===== config.mk =====
export PLATFORM = sky130hd
export DESIGN_NAME = var_delay_buffer
export DESIGN_NICKNAME = d
export VERILOG_FILES = /design/src/rtl/var_delay_buffer.sv
export SDC_FILE = /design/constraint.sdc
export NUM_CORES = 2
export LEC_CHECK = 0
export ABC_AREA = 1
export CORE_MARGIN = 2
export CORE_UTILIZATION = 30
export DETAILED_ROUTE_END_ITERATION = 6
export GPL_TIMING_DRIVEN = 0
export PLACE_DENSITY = 0.54
export SLEW_MARGIN = 20
export SYNTH_ARGS = -nofsm -noshare
export SYNTH_HDL_FRONTEND = slang
export SYNTH_SLANG_ARGS = --single-unit

===== constraint.sdc =====
create_clock -name clock -period 7 [get_ports clock]
set_clock_uncertainty 0.05 [all_clocks]
set_input_delay 1.75 -clock clock [delete_from_list [all_inputs] [get_ports clock]]
set_output_delay 1.75 -clock clock [all_outputs]
set_load 0.02 [all_outputs]

===== src/rtl/var_delay_buffer.sv =====
// Multi-lane beat-counted delay line with runtime delay 1..2**ADDR_WIDTH; output registered, 1 clk after the beat.
// Optional VAR_DELAY_ZERO_FILL_EN: emit zero lanes on every unprimed beat instead of gating out_en.
module var_delay_buffer #(
  parameter int WIDTH      = 16,
  parameter int CHANNELS   = 2,
  parameter int ADDR_WIDTH = 6
) (
  input  logic                        clock,
  input  logic                        reset,
  input  logic                        in_en,
  input  logic [CHANNELS*WIDTH-1:0]   in_data,
  input  logic                        delay_load,
  input  logic [ADDR_WIDTH:0]         delay_sel,
  output logic                        out_en,
  output logic [CHANNELS*WIDTH-1:0]   out_data,
  output logic                        cfg_err
);

  localparam int DW        = CHANNELS * WIDTH;
  localparam int MAX_DELAY = 2 ** ADDR_WIDTH;
  localparam logic [ADDR_WIDTH:0] MAX_D = (ADDR_WIDTH+1)'(MAX_DELAY);

  logic [DW-1:0]         mem [MAX_DELAY];
  logic [ADDR_WIDTH-1:0] w_addr_q, w_addr_d;
  logic [ADDR_WIDTH:0]   fill_q, fill_d;
  logic [ADDR_WIDTH:0]   d_q, d_d;
  logic                  out_en_q, out_en_d;
  logic [DW-1:0]         out_data_q, out_data_d;
  logic                  cfg_err_q, cfg_err_d;

  logic                  load_ok, load_bad, primed, emit;
  logic [ADDR_WIDTH-1:0] rd_addr;
  logic [DW-1:0]         rd_word;

  always_comb begin
    load_ok  = delay_load && (delay_sel != '0) && (delay_sel <= MAX_D);
    load_bad = delay_load && !load_ok;
    primed   = (fill_q >= d_q);
    // d = MAX_DELAY drops to 0 in the low bits, so read and write share an address
    rd_addr  = w_addr_q - d_q[ADDR_WIDTH-1:0];
    rd_word  = mem[rd_addr];
    // a legal load restarts the fill, so the beat that carries it is never primed
    emit     = primed && !load_ok;

    w_addr_d   = w_addr_q;
    fill_d     = fill_q;
    d_d        = d_q;
    cfg_err_d  = cfg_err_q;
    out_data_d = out_data_q;

    if (in_en) w_addr_d = w_addr_q + 1'b1;
    if (in_en && (fill_q != MAX_D)) fill_d = fill_q + 1'b1;
    if (load_ok) begin
      d_d    = delay_sel;
      fill_d = {{ADDR_WIDTH{1'b0}}, in_en};
    end
    if (load_bad) cfg_err_d = 1'b1;

`ifdef VAR_DELAY_ZERO_FILL_EN
    out_en_d = in_en;
    if (in_en) out_data_d = emit ? rd_word : '0;
`else
    out_en_d = in_en && emit;
    if (in_en && emit) out_data_d = rd_word;
`endif
  end

  // Storage is deliberately not reset; fill gating hides stale contents.
  always_ff @(posedge clock) begin
    if (in_en) mem[w_addr_q] <= in_data;
  end

  always_ff @(posedge clock) begin
    if (reset) begin
      w_addr_q   <= '0;
      fill_q     <= '0;
      d_q        <= MAX_D;
      out_en_q   <= 1'b0;
      out_data_q <= '0;
      cfg_err_q  <= 1'b0;
    end else begin
      w_addr_q   <= w_addr_d;
      fill_q     <= fill_d;
      d_q        <= d_d;
      out_en_q   <= out_en_d;
      out_data_q <= out_data_d;
      cfg_err_q  <= cfg_err_d;
    end
  end

  assign out_en   = out_en_q;
  assign out_data = out_data_q;
  assign cfg_err  = cfg_err_q;

endmodule


==> results.toml <==
[clock_tree]
post_cts_buffers = 0
cts-root-buf = "clkbuf_16"
post_cts_resized = 0
holdBufCountCts = 0
clockBufferDepth = 3
cts_tree = "done"
numCtsBuffers = 219
clock_latency_ps = 890
cts.sinks = 2102
clk_pin_slew_ps = 60
cts_max_level = 4

[final_layout]
syn2layout_area_growth_pct = 17.4
nFillCells = 29139
drive_above_1_share_pct = 7.97
nNetsFinal = 8859

[die]
ios = 77
design.core.area_um2 = 294000
start_util_pct = 30.2
std_cell_rows = 199
die_w_um = 547
die-area_um2 = 300000
fp.dieH_um = 547

[critical_path]
cp.buffers_inverters = 6
arrival_ps = 6350
cp_max_fo = 10
worstSetupEndpointType = "register"
crit_family = "buffers and inverters"
path_cells = "clkinv_1 > ha_1 > fa_1 > buf_2 > inv_2 > buf_2 > buf_1 > nand3_1 > nand2_1 > nand2_1 > nand3_1 > nand3_1 > nand2_1 > nand2_1 > nand3_1 > nand2_1 > inv_1"
cp.required_ps = 7760
critPathKind = "reg -> reg"
cp_slowest_stage_delay_ps = 740
r2r_slack_ps = 1420
start_kind = "register"
cpMostUsedCell = "nand2_1"
cpMaxStageDelayCell = "buf_2"

[drt]
avgRoutedWirePerCell_um = 24.7
postRouteAntennaNets = 0
via_per_inst = 4.91
drtPass1Iterations = 7
drt-initial-drc-count = 7922
wl_um = 319000
dr_total_vias = 63414
drcViolationCount = 3

[synth]
synth.yosys.seq_area_share_pct = 70.6
synth_compound_area_share_pct = 2.39
synth_top_cell_area_share_pct = 69.4
syn_inst = 8392
synthAdderAreaFrac_pct = 0.234
synth_area_um2 = 88600
ys_ff_latch = 2102
synth.distinct_cells = 28
synth_top_area_cell = "edfxtp_1"
synth_top_family_by_area = "simple AND/OR/NAND/NOR gates"
synth.area.top_cells = "edfxtp_1 (69%), nand2_1 (13%), nand3_1 (5.3%)"
synth_xor_area_share_pct = 0.0593
synthMuxAreaShare_pct = 0
yosys_warnings = 0
avgSynthCellArea_um2 = 10.6
synthSimpleGateAreaFrac_pct = 21.1
syn_nets = 8451

[placed_design]
place_congestion = 0.959
io_buffers = 74
dp_hpwl_um = 230000

[power]
power.leakage_nw = 40.3
ir_drop_mv = 0.233
p_per_area_nw_per_um2 = 300
total_power_mw = 31.2

[outcome]
failed_checks = "DRC"
status = "finished, violations left"

[grt]
grt_max_degree = 65
grt_pass1_wl_um = 445000
antenna_found_initial = 30
grt_pass1_vias = 59526
grt-ovfl-total = 0
gr-usage-all-layers_pct = 20.8

[worst_hold_path]
hold_path_class = "reg -> reg"

[timing]
final-hold-violation-count = 0
layout_min_cycle_time_ps = 5580
fin_crit_sh_pct = 79.8
clock.fmax_mhz = 179
finalMaxSlewViolations = 0
setup_viol = 0
relSlewSlack_pct = 12.0
worst_pin_slew_ps = 1320
grt_setup_unrepaired = "false"
fin_tns_setup_ps = 0

[run]
drv_cap = 0
## flip-flops by register name, indices dropped and copies added (netlist names)
name / cells
mem: 2048
d_q: 7
out_data: 32
w_addr_q: 6
fill_q: 7
cfg_err: 1
out_en: 1
## final timing paths
check                                start                        end  depth (start not counted)
setup / recovery  w_addr_q[0]$_SDFFE_PP0P_  out_data[12]$_SDFFE_PP0P_                         17
hold / removal        cfg_err$_SDFFE_PP0P_       cfg_err$_SDFFE_PP0P_                          2
setup reg to reg  w_addr_q[0]$_SDFFE_PP0P_  out_data[12]$_SDFFE_PP0P_                         17
hold reg to reg       cfg_err$_SDFFE_PP0P_       cfg_err$_SDFFE_PP0P_                          2
## worst min-delay path, stage by stage (launching register included)
cell and delay [ps]:
dfxtp_1 310, inv_1 40, a21oi_1 50
## stage by stage
step / setup WS [ps] / utilization (%) / instances / cell area [um2] / hold WS (ps)
6_report: 1420 / 35.4 / 12910 / 104000 / 397
5_1_grt: 1450 / 35.4 / 12902 / 104000 / 416
4_1_cts: 1650 / 35.4 / 12902 / 104000 / 400
3_5_place_dp: 1670 / 33.1 / 12498 / 97300 / 390
3_3_place_gp: -845 / 32.1 / 12385 / 94300 / 392
2_1_floorplan: 2180 / - / 8392 / 88600 / 402
## area by class of cell
type / count / area [um2] / area share, %
repair buffers: 187 / 3270 / 3.14
multi-input cells: 5080 / 21500 / 20.7
diodes: 8 / 20.0 / 0.0192
well taps: 3919 / 4900 / 4.71
clock inverters: 123 / 1040 / 1.00
plain buffers: 457 / 2150 / 2.06
clock buffers: 281 / 5730 / 5.51
inverters: 753 / 2830 / 2.72
flip-flops and latches: 2102 / 62600 / 60.1
## placed cells by master (no fill, tap or decap), types with 49 or more instances in the layout
| cell type | count |
|---|---|
| clkbuf_16 | 220 |
| buf_2 | 125 |
| o21ai_0 | 211 |
| edfxtp_1 | 2048 |
| buf_1 | 70 |
| nand2_1 | 3155 |
| inv_1 | 749 |
| dfxtp_1 | 54 |
| nor2_1 | 436 |
| nand3_1 | 946 |
| nor2_4 | 63 |
| a21oi_1 | 54 |
| o21ai_1 | 148 |
| buf_16 | 56 |
| buf_4 | 96 |
| buf_12 | 49 |
| clkbuf_1 | 254 |
| clkinv_1 | 63 |
## per-layer routing
metal	up-vias	track usage, %	part of all wire, %
met5	-	0	0.014
met4	6	9.19	4.9
met3	573	3.40	8.5
met2	3036	33.3	46
met1	31173	27.7	41
li1	28626	-	-
## Yosys cell counts
master	n
nand2_1	3155
edfxtp_1	2048
nand3_1	946
inv_1	749
nor2_1	499
o21ai_0	211
clkbuf_1	196
o21ai_1	148
buf_2	124
buf_1	71
buf_4	60
a21oi_1	54
dfxtp_1	54
or2_2	29
ha_1	15
buf_6	6
nand4_1	4
nor3_1	4
inv_2	3
o21a_1	3
xnor2_1	3
xor2_1	3
o211ai_1	2
a41oi_1	1
clkinv_1	1
fa_1	1
nor3b_1	1
o31ai_1	1
## kinds of logic (layout without fill, tap and decap cells)
kind of cell | count (synthesis) | after routing
DFF | 2102 | 2102
buffers and inverters | 1210 | 1801
and+or+nand+nor | 4638 | 4638
xor gates and xnor gates | 6 | 6
other | 0 | 8
AOI/OAI and AO/OA | 420 | 420
adders and majority gates | 16 | 16
## report_power, final
group | leakage, nW | total (mW) | switching [mW] | internal [mW]
logic | 18.1 | 6.08 | 4.71 | 1.37
registers | 18.9 | 13.9 | 0.0198 | 13.8
clock network | 3.28 | 11.2 | 5.06 | 6.19
total | 40.3 | 31.2 | 9.78 | 21.4
(Power assumes the default switching activity.)
